File: src/rtl/alu_seq.sv
// alu_seq: sequential ALU with single-cycle logic/shift ops, a radix-2 Booth multiplier
// and an optional restoring divider that is built only when ALU_SEQ_DIV_EN is defined.
module alu_seq #(
  parameter int WIDTH = 32,
  parameter int CNT_W = 6
) (
  input  logic                 clk,
  input  logic                 reset_n,
  input  logic                 start,
  input  logic [4:0]           instruction,
  input  logic [WIDTH-1:0]     Y_in,
  input  logic [WIDTH-1:0]     B_in,
  output logic                 busy,
  output logic                 done,
  output logic [2*WIDTH-1:0]   C_result,
  output logic                 illegal,
  output logic                 div_zero
);

  localparam int SH_W = $clog2(WIDTH);
  localparam logic [WIDTH-1:0] WIDTH_V = WIDTH'(WIDTH);

  localparam logic [4:0] OP_ADD  = 5'b00011;
  localparam logic [4:0] OP_SUB  = 5'b00100;
  localparam logic [4:0] OP_AND  = 5'b00101;
  localparam logic [4:0] OP_OR   = 5'b00110;
  localparam logic [4:0] OP_SHR  = 5'b00111;
  localparam logic [4:0] OP_SHRA = 5'b01000;
  localparam logic [4:0] OP_SHL  = 5'b01001;
  localparam logic [4:0] OP_ROR  = 5'b01010;
  localparam logic [4:0] OP_ROL  = 5'b01011;
  localparam logic [4:0] OP_ADDI = 5'b01100;
  localparam logic [4:0] OP_ANDI = 5'b01101;
  localparam logic [4:0] OP_ORI  = 5'b01110;
  localparam logic [4:0] OP_MUL  = 5'b01111;
`ifdef ALU_SEQ_DIV_EN
  localparam logic [4:0] OP_DIV  = 5'b10000;
`endif
  localparam logic [4:0] OP_NEG  = 5'b10001;
  localparam logic [4:0] OP_NOT  = 5'b10010;

  typedef enum logic [1:0] {
    IDLE = 2'd0,
    MUL  = 2'd1,
`ifdef ALU_SEQ_DIV_EN
    DIV  = 2'd2,
`endif
    FIN  = 2'd3
  } state_t;

  state_t              state_q, state_d;
  logic                busy_q, busy_d;
  logic                done_q, done_d;
  logic [2*WIDTH-1:0]  result_q, result_d;
  logic                illegal_q, illegal_d;
  logic                div_zero_q, div_zero_d;
  logic [CNT_W-1:0]    cnt_q, cnt_d;
  logic [WIDTH:0]      mcand_q, mcand_d;
  logic [WIDTH:0]      acc_q, acc_d;
  logic [WIDTH-1:0]    mq_q, mq_d;
  logic                qm1_q, qm1_d;
  logic [WIDTH:0]      booth_sum;

`ifdef ALU_SEQ_DIV_EN
  logic                neg_quo_q, neg_quo_d;
  logic                neg_rem_q, neg_rem_d;
  logic [WIDTH-1:0]    a_mag, b_mag;
  logic [WIDTH:0]      div_shift, div_trial;
  logic [WIDTH-1:0]    quo_fix, rem_fix;
`endif

  logic [WIDTH-1:0]    alu_res;
  logic                alu_ill;
  logic [SH_W-1:0]     rot_amt, neg_amt;
  logic [WIDTH-1:0]    sra_val;
  logic                big_shift;

  // Single-cycle datapath; shifts honour the full B_in count, rotates use it modulo WIDTH.
  always_comb begin
    rot_amt   = B_in[SH_W-1:0];
    neg_amt   = -rot_amt;
    big_shift = (B_in >= WIDTH_V);
    sra_val   = $signed(Y_in) >>> B_in;
    alu_res   = '0;
    alu_ill   = 1'b0;
    case (instruction)
      OP_ADD, OP_ADDI: alu_res = Y_in + B_in;
      OP_SUB:          alu_res = Y_in - B_in;
      OP_AND, OP_ANDI: alu_res = Y_in & B_in;
      OP_OR, OP_ORI:   alu_res = Y_in | B_in;
      OP_SHR:          alu_res = big_shift ? '0 : (Y_in >> B_in);
      OP_SHRA:         alu_res = big_shift ? {WIDTH{Y_in[WIDTH-1]}} : sra_val;
      OP_SHL:          alu_res = big_shift ? '0 : (Y_in << B_in);
      OP_ROR:          alu_res = (Y_in >> rot_amt) | (Y_in << neg_amt);
      OP_ROL:          alu_res = (Y_in << rot_amt) | (Y_in >> neg_amt);
      OP_NEG:          alu_res = -B_in;
      OP_NOT:          alu_res = ~B_in;
      default:         alu_ill = 1'b1;
    endcase
  end

  always_comb begin
    state_d    = state_q;
    busy_d     = busy_q;
    done_d     = 1'b0;
    result_d   = result_q;
    illegal_d  = illegal_q;
    div_zero_d = div_zero_q;
    cnt_d      = cnt_q;
    mcand_d    = mcand_q;
    acc_d      = acc_q;
    mq_d       = mq_q;
    qm1_d      = qm1_q;
    booth_sum  = acc_q;
`ifdef ALU_SEQ_DIV_EN
    neg_quo_d  = neg_quo_q;
    neg_rem_d  = neg_rem_q;
    a_mag      = Y_in[WIDTH-1] ? -Y_in : Y_in;
    b_mag      = B_in[WIDTH-1] ? -B_in : B_in;
    div_shift  = {acc_q[WIDTH-1:0], mq_q[WIDTH-1]};
    div_trial  = div_shift - mcand_q;
    quo_fix    = '0;
    rem_fix    = '0;
`endif
    case (state_q)
      MUL: begin
        // Accumulator carries one guard bit so a most-negative multiplicand cannot overflow.
        case ({mq_q[0], qm1_q})
          2'b01:   booth_sum = acc_q + mcand_q;
          2'b10:   booth_sum = acc_q - mcand_q;
          default: booth_sum = acc_q;
        endcase
        acc_d = {booth_sum[WIDTH], booth_sum[WIDTH:1]};
        mq_d  = {booth_sum[0], mq_q[WIDTH-1:1]};
        qm1_d = mq_q[0];
        cnt_d = cnt_q - CNT_W'(1);
        if (cnt_q == '0) begin
          state_d  = FIN;
          busy_d   = 1'b0;
          done_d   = 1'b1;
          cnt_d    = '0;
          result_d = {acc_d[WIDTH-1:0], mq_d};
        end
      end
`ifdef ALU_SEQ_DIV_EN
      DIV: begin
        if (!div_trial[WIDTH]) begin
          acc_d = div_trial;
          mq_d  = {mq_q[WIDTH-2:0], 1'b1};
        end else begin
          acc_d = div_shift;
          mq_d  = {mq_q[WIDTH-2:0], 1'b0};
        end
        cnt_d = cnt_q - CNT_W'(1);
        if (cnt_q == '0) begin
          quo_fix  = neg_quo_q ? -mq_d : mq_d;
          rem_fix  = neg_rem_q ? -acc_d[WIDTH-1:0] : acc_d[WIDTH-1:0];
          state_d  = FIN;
          busy_d   = 1'b0;
          done_d   = 1'b1;
          cnt_d    = '0;
          result_d = {rem_fix, quo_fix};
        end
      end
`endif
      default: begin
        busy_d  = 1'b0;
        state_d = IDLE;
        if (start) begin
          illegal_d  = 1'b0;
          div_zero_d = 1'b0;
          cnt_d      = CNT_W'(WIDTH - 1);
          if (instruction == OP_MUL) begin
            state_d = MUL;
            busy_d  = 1'b1;
            mcand_d = {Y_in[WIDTH-1], Y_in};
            acc_d   = '0;
            mq_d    = B_in;
            qm1_d   = 1'b0;
          end
`ifdef ALU_SEQ_DIV_EN
          else if (instruction == OP_DIV && B_in == '0) begin
            state_d    = FIN;
            done_d     = 1'b1;
            cnt_d      = '0;
            div_zero_d = 1'b1;
            result_d   = {Y_in, {WIDTH{1'b1}}};
          end else if (instruction == OP_DIV) begin
            state_d   = DIV;
            busy_d    = 1'b1;
            mcand_d   = {1'b0, b_mag};
            acc_d     = '0;
            mq_d      = a_mag;
            neg_quo_d = Y_in[WIDTH-1] ^ B_in[WIDTH-1];
            neg_rem_d = Y_in[WIDTH-1];
          end
`endif
          else begin
            state_d   = FIN;
            done_d    = 1'b1;
            cnt_d     = '0;
            illegal_d = alu_ill;
            result_d  = {{WIDTH{1'b0}}, alu_res};
          end
        end
      end
    endcase
  end

  always_ff @(posedge clk or negedge reset_n) begin
    if (!reset_n) begin
      state_q    <= IDLE;
      busy_q     <= 1'b0;
      done_q     <= 1'b0;
      result_q   <= '0;
      illegal_q  <= 1'b0;
      div_zero_q <= 1'b0;
      cnt_q      <= '0;
      mcand_q    <= '0;
      acc_q      <= '0;
      mq_q       <= '0;
      qm1_q      <= 1'b0;
`ifdef ALU_SEQ_DIV_EN
      neg_quo_q  <= 1'b0;
      neg_rem_q  <= 1'b0;
`endif
    end else begin
      state_q    <= state_d;
      busy_q     <= busy_d;
      done_q     <= done_d;
      result_q   <= result_d;
      illegal_q  <= illegal_d;
      div_zero_q <= div_zero_d;
      cnt_q      <= cnt_d;
      mcand_q    <= mcand_d;
      acc_q      <= acc_d;
      mq_q       <= mq_d;
      qm1_q      <= qm1_d;
`ifdef ALU_SEQ_DIV_EN
      neg_quo_q  <= neg_quo_d;
      neg_rem_q  <= neg_rem_d;
`endif
    end
  end

  assign busy     = busy_q;
  assign done     = done_q;
  assign C_result = result_q;
  assign illegal  = illegal_q;
  assign div_zero = div_zero_q;

endmodule
File: config.mk
export PLATFORM = sky130hd
export DESIGN_NAME = alu_seq
export DESIGN_NICKNAME = d
export VERILOG_FILES = /design/src/rtl/alu_seq.sv
export SDC_FILE = /design/constraint.sdc
export NUM_CORES = 1
export LEC_CHECK = 0
export BUFFER_PORTS_ARGS = -buffer_cell sky130_fd_sc_hd__buf_2
export CORE_UTILIZATION = 35
export DETAILED_ROUTE_END_ITERATION = 12
export SYNTH_ARGS = -nofsm -noshare
export SYNTH_HDL_FRONTEND = slang
export SYNTH_SLANG_ARGS = --single-unit
export TNS_END_PERCENT = 1
File: constraint.sdc
create_clock -name clk -period 3.7 [get_ports clk]
set_input_delay 0.74 -clock clk [delete_from_list [all_inputs] [get_ports clk]]
set_output_delay 0.74 -clock clk [all_outputs]
set_load 0.1 [all_outputs]
==> results of run 1 <==
## kinds of logic after synthesis
group                      share of synthesized area
muxes                                         0.1619
AOI/OAI and AO/OA                             0.2835
xor gates and xnor gates                     0.04085
adders and majority gates                    0.07685
other                                      0.0001580
and+or+nand+nor                               0.1893
DFF                                           0.1813
buffers and inverters                        0.06609
## repair_timing
item                                    CTS  global route
gates resized for setup                  39            30
endpoints found under the setup margin   42            61
pin swaps                                16            18
buffers inserted                          4             2
## worst max path at each step
| stage | slack, ns | cells past startpoint | to | start |
|---|---|---|---|---|
| after global routing | -0.49 | 20 | C_result[59] | mcand_q[9] |
| after CTS | -0.28 | 20 | C_result[59] | mcand_q[8] |
| after global placement | -0.86 | 18 | C_result[16] | instruction[2] |
| after floorplan | -0.04 | 14 | C_result[30] | B_in[4] |
| after detailed placement | -0.75 | 16 | C_result[29] | instruction[2] |
| final | -0.22 | 20 | C_result[59] | mcand_q[3] |
## placed cells by master (no fill, tap or decap), types with 14 or more instances in the layout
cell	instances
sky130_fd_sc_hd__o22ai_1	27
sky130_fd_sc_hd__nand4_1	15
sky130_fd_sc_hd__nand2_1	377
sky130_fd_sc_hd__buf_12	31
sky130_fd_sc_hd__a21oi_2	16
sky130_fd_sc_hd__or3_1	20
sky130_fd_sc_hd__buf_2	135
sky130_fd_sc_hd__a311oi_1	14
sky130_fd_sc_hd__o21ai_1	23
sky130_fd_sc_hd__nor4_1	20
sky130_fd_sc_hd__inv_1	106
sky130_fd_sc_hd__nand3_1	50
sky130_fd_sc_hd__ha_1	139
sky130_fd_sc_hd__a31oi_1	66
sky130_fd_sc_hd__a221oi_1	23
sky130_fd_sc_hd__o211ai_1	31
sky130_fd_sc_hd__nand2b_1	17
sky130_fd_sc_hd__a21oi_1	285
sky130_fd_sc_hd__and2_1	16
sky130_fd_sc_hd__nor3_1	63
sky130_fd_sc_hd__mux2_2	42
sky130_fd_sc_hd__mux2i_1	108
sky130_fd_sc_hd__xnor2_1	74
sky130_fd_sc_hd__a211oi_1	49
sky130_fd_sc_hd__o21ai_0	277
sky130_fd_sc_hd__xor2_1	32
sky130_fd_sc_hd__a21o_1	53
sky130_fd_sc_hd__buf_4	891
sky130_fd_sc_hd__mux4_2	101
sky130_fd_sc_hd__dfrtp_1	172
sky130_fd_sc_hd__nor2_1	377
sky130_fd_sc_hd__clkbuf_16	17
sky130_fd_sc_hd__o21bai_1	17
sky130_fd_sc_hd__o221ai_1	34
## stage by stage
step	hold WS [ns]	TNS (ns)	instance area, sq um	util
3_5_place_dp	0.4549	-18.68	31850	0.4742
3_3_place_gp	0.4452	-17.25	31850	0.4742
6_report	0.2941	-1.781	32760	0.4877
2_1_floorplan	0.4444	-0.06730	23950	-
5_1_grt	0.3466	-9.516	32750	0.4877
4_1_cts	0.3231	-2.687	32630	0.4859
## registers in the layout, summed over array words and instances (netlist names)
name,count
C_result,64
acc_q,32
busy,1
cnt_q,6
done,1
illegal,1
mcand_q,32
mq_q,32
qm1_q,1
state_q,2
## critical path, delay by kind of cell (launching register included)
kind            cells  cell delay [ns]
fa+ha+maj           1             0.33
compound gates      8             1.29
flops               1             0.38
buf+inv             3             0.44
simple gates        6             1.10
xor+xnor            2             0.25
## metal layers
metal / track usage / up-vias / share of wire
met4: 0.2514 / 8 / 0.077
met5: 0 / - / 0.00042
li1: - / 13320 / -
met1: 0.4839 / 14130 / 0.39
met3: 0.05369 / 372 / 0.083
met2: 0.6185 / 1676 / 0.45
## area by class of cell
cell class / count / area share
inverters: 112 / 0.01299
diodes: 1 / 0.00007640
repair buffers: 1060 / 0.2449
clock inverters: 14 / 0.005348
flip-flops and latches: 172 / 0.1314
clock buffers: 18 / 0.01341
multi-input cells: 2618 / 0.5585
well taps: 873 / 0.03335
## power groups by stage
| stage | Clock, uW | Sequential (uW) | Combinational (uW) |
|---|---|---|---|
| after global routing | 2050 | 3240 | 15500 |
| after CTS | 1980 | 3160 | 14200 |
| after global placement | 0 | 3170 | 13800 |
| after detailed placement | 0 | 3170 | 13900 |
| after floorplan | 0 | 4890 | 6730 |
| final | 1950 | 3170 | 14500 |
==> metrics.log, run 1 <==
INFO  metric post-synth-top-area-fraction = 0.1813
INFO  metric post_synth_arst_share = 1.000
INFO  metric setup_viol_count_final = 16
INFO  metric place_congestion = ~1.1
INFO  metric cts_num_sinks = about 170
INFO  metric worst_path_max_delay_cell = sky130_fd_sc_hd__or3_4
INFO  metric post_synth.cell_area_avg = ~7.5 sq um
INFO  metric netSwitchingFraction = 0.5295
INFO  metric hold_viol = 0
INFO  metric coreArea = 0.06716 sq mm
INFO  metric worst_ep_arrival_time = about 4.3 ns
INFO  metric ctsLongestPathBuffers = 2
INFO  metric power.clock.fraction = 0.099
INFO  metric critical_path.reg2reg.endpoint = C_result[59]
INFO  metric cp_cell_sequence = or3_4, buf_4, nor4_4, nand2_2, nor2_1, a21oi_1, xnor2_1, ha_1, a21oi_2, o21ai_1, a221o_1, a31oi_1, buf_4, nand4_1, a31oi_2, buf_4, xor2_1, nor2_1, a21oi_2, o21ai_1
INFO  metric timing.reg2reg.worst_path_depth = 20
INFO  metric num_io_pins = between 100 and 150
INFO  metric critPathMostFrequentCell = sky130_fd_sc_hd__buf_4
INFO  metric timing.critical_path.from_type = flop
INFO  metric pwr-share-seq = 0.161
INFO  metric multi_input_area = around 0.018 sq mm
INFO  metric critPathMaxStageDelay = about 0.40 ns
INFO  metric placed_cells = around 4800
INFO  metric initial_utilization = 0.3535
INFO  metric mappedNetlistNets = 3373
INFO  metric drc = 0
INFO  metric synth_most_common_cell = sky130_fd_sc_hd__nand2_1
INFO  metric h-tree-depth = 4
INFO  metric numPortBuffers = approximately 140
INFO  metric num_cts_buffers = 17
INFO  metric fp.dieW = around 260 microns
INFO  metric seq_cell_area = around 0.0043 sq mm
INFO  metric internal_power = roughly 9000 uW
INFO  metric clk_root_buffer_cell = sky130_fd_sc_hd__clkbuf_16
INFO  metric run_status = complete, but fails checks
INFO  metric layout_setup_ws = -0.2162 ns
INFO  metric share_comb_of_total_power = 0.740
INFO  metric post_synth_most_frequent_cells = sky130_fd_sc_hd__nand2_1, sky130_fd_sc_hd__nor2_1, sky130_fd_sc_hd__a21oi_1, sky130_fd_sc_hd__o21ai_0, sky130_fd_sc_hd__dfrtp_1
INFO  metric grt_antenna_before_repair = 5
INFO  metric grt_start_max_net_pins = between 70 and 80
INFO  metric static-leakage-power = roughly 0.015 uW
INFO  metric netSwitchingPower = just over 10000 uW
INFO  metric cts.reportedPaths.clkPinSlew = 0.08 ns
INFO  metric synth_area_leaders = sky130_fd_sc_hd__dfrtp_1, sky130_fd_sc_hd__mux4_2, sky130_fd_sc_hd__ha_1, sky130_fd_sc_hd__a21oi_1, sky130_fd_sc_hd__o21ai_0
INFO  metric timing.reg2reg.setup_slack = -0.22 ns
INFO  metric timing.slew.headroom = 0.2756
INFO  metric worst_supply_voltage_drop_on_vdd = between 600 and 700 uV
INFO  metric latest_clock_arrival_within_the_worst_skew_pair = 0.45 ns
INFO  metric synth-edff-count = 0
INFO  metric tritoncts = done
INFO  metric worst-path-max-fanout = 4
INFO  metric detail_route.first_pass.iterations = 6
INFO  metric placementRows = 95
INFO  metric final_worst_path_period_share = 1.058
INFO  metric drt-initial-drc-count = about 3700
INFO  metric wire_per_inst = between 20 and 30 microns
INFO  metric number_of_distinct_library_cells_after_synthesis = between 80 and 90
INFO  metric placement.setup.worst_slack = -0.7513 ns
INFO  metric finalWorstPathRequiredPeriod = roughly 4 ns
INFO  metric die_area = roughly 0.069 sq mm
INFO  metric synth_sequential_area_ratio = 0.1813
INFO  metric power_density = roughly 600 mW/mm^2
INFO  metric final_cells = around 4900
INFO  metric final.setup_skew = 0.008040 ns
INFO  metric layout.filler_cells = approximately 6800
INFO  metric worst-slew-pin-transition = between 1 and 1.5 ns
INFO  metric grt_remaining_overflow = 0
INFO  metric synthFlopType = sky130_fd_sc_hd__dfrtp_1
INFO  metric worstSetupEndpointType = flop
INFO  metric regToRegStartpoint = mcand_q[3]
INFO  metric first_global_vias = roughly 28000
INFO  metric synth.ff_latch_count = approximately 170
INFO  metric finalMaxSlewViolations = 0
INFO  metric route.vias.total = around 30000
INFO  metric fmax = roughly 260 MHz
INFO  metric maxCapViolCount = 0
INFO  metric setup_repair_after_global_routing_missed_its_margin = yes
INFO  metric criticalPathCategory = reg -> reg
INFO  metric grt.total_usage = 0.3849
INFO  metric grt_pass1_wl = ~190 mm
INFO  metric yosys_warnings = 0
INFO  metric synthesis.area = 0.02374 sq mm
INFO  metric die_h = 262.4 microns
INFO  metric area.growth.synth_to_final = 37.98%
INFO  metric post_route_cells_drive_above_1_share = 0.3340
INFO  metric power = about 20000 uW
INFO  metric final_antenna_net_count = 0
INFO  metric totalWireLength = 135.6 mm
INFO  metric area_leader_netlist = sky130_fd_sc_hd__dfrtp_1
INFO  metric dp.final_hpwl = ~110 mm
INFO  metric min_path_type = in -> async
INFO  metric failed_checks = setup timing
INFO  metric required = 4.03 ns
INFO  metric final_nets = 4197
INFO  metric cts.hold.buffers_added = 0
INFO  metric post_synth_inst_count = between 3000 and 4000
INFO  metric vias_per_cell = slightly above 6
No activity file was read; power rests on OpenSTA's default activity.
==> inputs of run 2 (changes only) <==
- MAX_ROUTING_LAYER: default -> met4
==> metrics.log, run 2 (same netlist as run 1, synthesis figures left out) <==
INFO  metric run_status = complete, but fails checks
INFO  metric failed_checks = setup timing
INFO  metric cts.hold.buffers_added = 0
INFO  metric dp.final_hpwl = around 110 mm
INFO  metric timing.reg2reg.worst_path_depth = 20
INFO  metric max_reg_flops = 64
INFO  metric setup_repair_after_global_routing_missed_its_margin = yes
INFO  metric required = slightly above 4 ns
INFO  metric maxCapViolCount = 0
INFO  metric power = 19500 uW
INFO  metric cts.repair_timing.setup_buffer_count = 0
INFO  metric totalNegativeSetupSlack = -1.745 ns
INFO  metric layout.filler_cells = approximately 6700
INFO  metric leading_cell_types_in_the_layout_fill_and_taps_excluded = sky130_fd_sc_hd__buf_4, sky130_fd_sc_hd__nand2_1, sky130_fd_sc_hd__nor2_1
INFO  metric utilization = 0.4869
INFO  metric finalWorstPathRequiredPeriod = between 3 and 4 ns
INFO  metric worst_supply_voltage_drop_on_vdd = 521.2 uV
INFO  metric worstSetupEndpointType = flop
INFO  metric numPortBuffers = approximately 140
INFO  metric hold_viol = 0
INFO  metric route.vias.total = 29520
INFO  metric grt_remaining_overflow = 0
INFO  metric critical_path.reg2reg.endpoint = C_result[59]
INFO  metric dr.max_layer_used = met4
INFO  metric drc = 0
INFO  metric design_area = 0.03270 sq mm
INFO  metric detail_route.first_pass.iterations = 6
INFO  metric worst_ep_arrival_time = 4.29 ns
INFO  metric cts_num_sinks = approximately 170
INFO  metric min_path_type = in -> async
INFO  metric regToRegStartpoint = mcand_q[3]
INFO  metric static-leakage-power = ~0.015 uW
INFO  metric grt_start_max_net_pins = 85
INFO  metric cts.reportedPaths.clkPinSlew = 0.07 ns
INFO  metric grt_pass1_wl = between 150 and 200 mm
INFO  metric power_density = 596.4 mW/mm^2
INFO  metric finalMaxSlewViolations = 0
INFO  metric post_route_cells_drive_above_1_share = 0.3298
INFO  metric grt_antenna_before_repair = 7
INFO  metric fp.dieW = 262.4 microns
INFO  metric final.hold.worst_slack = roughly 0.32 ns
INFO  metric worst_path_max_delay_cell = sky130_fd_sc_hd__or3_1
INFO  metric totalWireLength = between 100 and 150 mm
INFO  metric initial_utilization = 0.3535
INFO  metric first_global_vias = between 20000 and 30000
INFO  metric criticalPathCategory = reg -> reg
INFO  metric final_worst_path_period_share = 1.071
INFO  metric final_nets = 4188
INFO  metric tritoncts = done
INFO  metric placementRows = 95
INFO  metric timing.slew.headroom = 0.2897
INFO  metric final_antenna_net_count = 0
INFO  metric worst-path-max-fanout = 4
INFO  metric place_congestion = about 1.1
INFO  metric drt-initial-drc-count = between 3000 and 4000
INFO  metric fmax = between 200 and 300 MHz
INFO  metric final.setup_skew = ~0.009 ns
INFO  metric grt.total_usage = 0.3948
INFO  metric critPathMaxStageDelay = ~0.39 ns
INFO  metric h-tree-depth = 4
INFO  metric cpLargestDelayFamily = compound AO/OA/AOI/OAI gates
INFO  metric setup_viol_count_final = 16
INFO  metric m1WireLength = roughly 54 mm
INFO  metric cp_cell_sequence = or3_1, buf_4, nor4_4, nand2_2, nor2_1, a21oi_1, xnor2_1, ha_1, a21oi_1, o21ai_0, a221o_1, a31oi_1, buf_4, nand4_1, a31oi_1, buf_4, xor2_1, nor2_1, a21oi_1, o21ai_0
INFO  metric clk_root_buffer_cell = sky130_fd_sc_hd__clkbuf_16
INFO  metric vias_per_cell = approximately 6
INFO  metric dr_wl_met2 = about 60 mm
INFO  metric multi_input_area = about 0.018 sq mm
INFO  metric die_h = ~260 microns
INFO  metric worst-slew-pin-transition = ~1.1 ns
INFO  metric num_cts_buffers = 17
INFO  metric timing.reg2reg.setup_slack = -0.26 ns
INFO  metric placed_area = around 0.032 sq mm
INFO  metric area.growth.synth_to_final = 37.74%
INFO  metric wire_per_inst = 27.82 microns
INFO  metric seq_cell_area = around 0.0043 sq mm
INFO  metric die_area = approximately 0.07 sq mm
INFO  metric layout.cells.most_common = sky130_fd_sc_hd__buf_4
INFO  metric critical_path_depth = 20
INFO  metric num_io_pins = 140
INFO  metric ctsLongestPathBuffers = 2
INFO  metric layout_setup_ws = -0.2618 ns
INFO  metric latest_clock_arrival_within_the_worst_skew_pair = about 0.46 ns
INFO  metric coreArea = between 0.06 and 0.07 sq mm
INFO  metric path_buf_inv = 3
INFO  metric timing.critical_path.from_type = flop
INFO  metric routed-wl-met3 = about 11 mm
-- run 2: changes by cell type in the layout (fill, tap and decap cells not counted), moves of 3 or more --
cell / before / now
sky130_fd_sc_hd__a21oi_1: 285 / 293
sky130_fd_sc_hd__diode_2: 1 / 5
sky130_fd_sc_hd__o21ai_1: 23 / 19
sky130_fd_sc_hd__inv_8: 5 / 0
sky130_fd_sc_hd__a21oi_2: 16 / 8
sky130_fd_sc_hd__buf_12: 31 / 34
sky130_fd_sc_hd__o21ai_2: 4 / 1
sky130_fd_sc_hd__clkinv_2: 0 / 3
sky130_fd_sc_hd__o21ai_0: 277 / 284
sky130_fd_sc_hd__buf_4: 891 / 878
sky130_fd_sc_hd__nand2_1: 377 / 380
sky130_fd_sc_hd__nand2_2: 6 / 3
-- run 2: report_power, final --
part	switching, uW	internal (uW)	leakage [uW]	total [uW]
Sequential	578	2590	0.00225	3170
Clock	836	1130	0.000300	1970
Combinational	8850	5520	0.0126	14400
-- run 2: routing by layer --
| layer | track usage | vias up |
|---|---|---|
| met3 | 0.06287 | 368 |
| met2 | 0.6072 | 1638 |
| met1 | 0.4817 | 14210 |
| li1 | - | 13310 |
| met4 | 0.2531 | 0 |
| met5 | - | - |
-- run 2: worst max path at each step --
stage	start	to	slack, ns
finish	mcand_q[3]	C_result[59]	-0.26
global route	mcand_q[9]	C_result[59]	-0.50
CTS	mcand_q[3]	C_result[59]	-0.25
detailed placement	instruction[0]	C_result[16]	-0.74
global placement	instruction[0]	C_result[16]	-0.67
floorplan	B_in[4]	C_result[30]	-0.04
-- run 2: metrics by stage --
stage,instances,worst slack [ns]
after floorplan,3157,-0.03779
after global placement,4826,-0.6733
after detailed placement,4826,-0.7352
after CTS,4857,-0.2534
after global routing,4861,-0.5032
final,4862,-0.2618
-- run 2: final cells by class --
| type | count | area share |
|---|---|---|
| diodes | 5 | 0.0003827 |
| clock buffers | 17 | 0.01301 |
| clock inverters | 14 | 0.005931 |
| inverters | 112 | 0.01301 |
| multi-input cells | 2618 | 0.5581 |
| flip-flops and latches | 172 | 0.1316 |
| well taps | 873 | 0.03341 |
| repair buffers | 1051 | 0.2445 |
-- run 2: repair_timing --
action | CTS | global route
endpoints found under the hold margin | 0 | 0
setup endpoints to repair | 39 | 51
pin swaps | 7 | 4
gates resized for setup | 22 | 34
cloned | 0 | 0
-- run 2: worst reg2reg max path, stage by stage, from the launching register on --
cell and delay, ns:
sky130_fd_sc_hd__dfrtp_1 0.38, sky130_fd_sc_hd__or3_1 0.39, sky130_fd_sc_hd__buf_4 0.16, sky130_fd_sc_hd__nor4_4 0.20, sky130_fd_sc_hd__nand2_2 0.13, sky130_fd_sc_hd__nor2_1 0.14
sky130_fd_sc_hd__a21oi_1 0.10, sky130_fd_sc_hd__xnor2_1 0.17, sky130_fd_sc_hd__ha_1 0.28, sky130_fd_sc_hd__a21oi_1 0.20, sky130_fd_sc_hd__o21ai_0 0.14, sky130_fd_sc_hd__a221o_1 0.33
sky130_fd_sc_hd__a31oi_1 0.15, sky130_fd_sc_hd__buf_4 0.15, sky130_fd_sc_hd__nand4_1 0.13, sky130_fd_sc_hd__a31oi_1 0.20, sky130_fd_sc_hd__buf_4 0.14, sky130_fd_sc_hd__xor2_1 0.13
sky130_fd_sc_hd__nor2_1 0.05, sky130_fd_sc_hd__a21oi_1 0.15, sky130_fd_sc_hd__o21ai_0 0.09
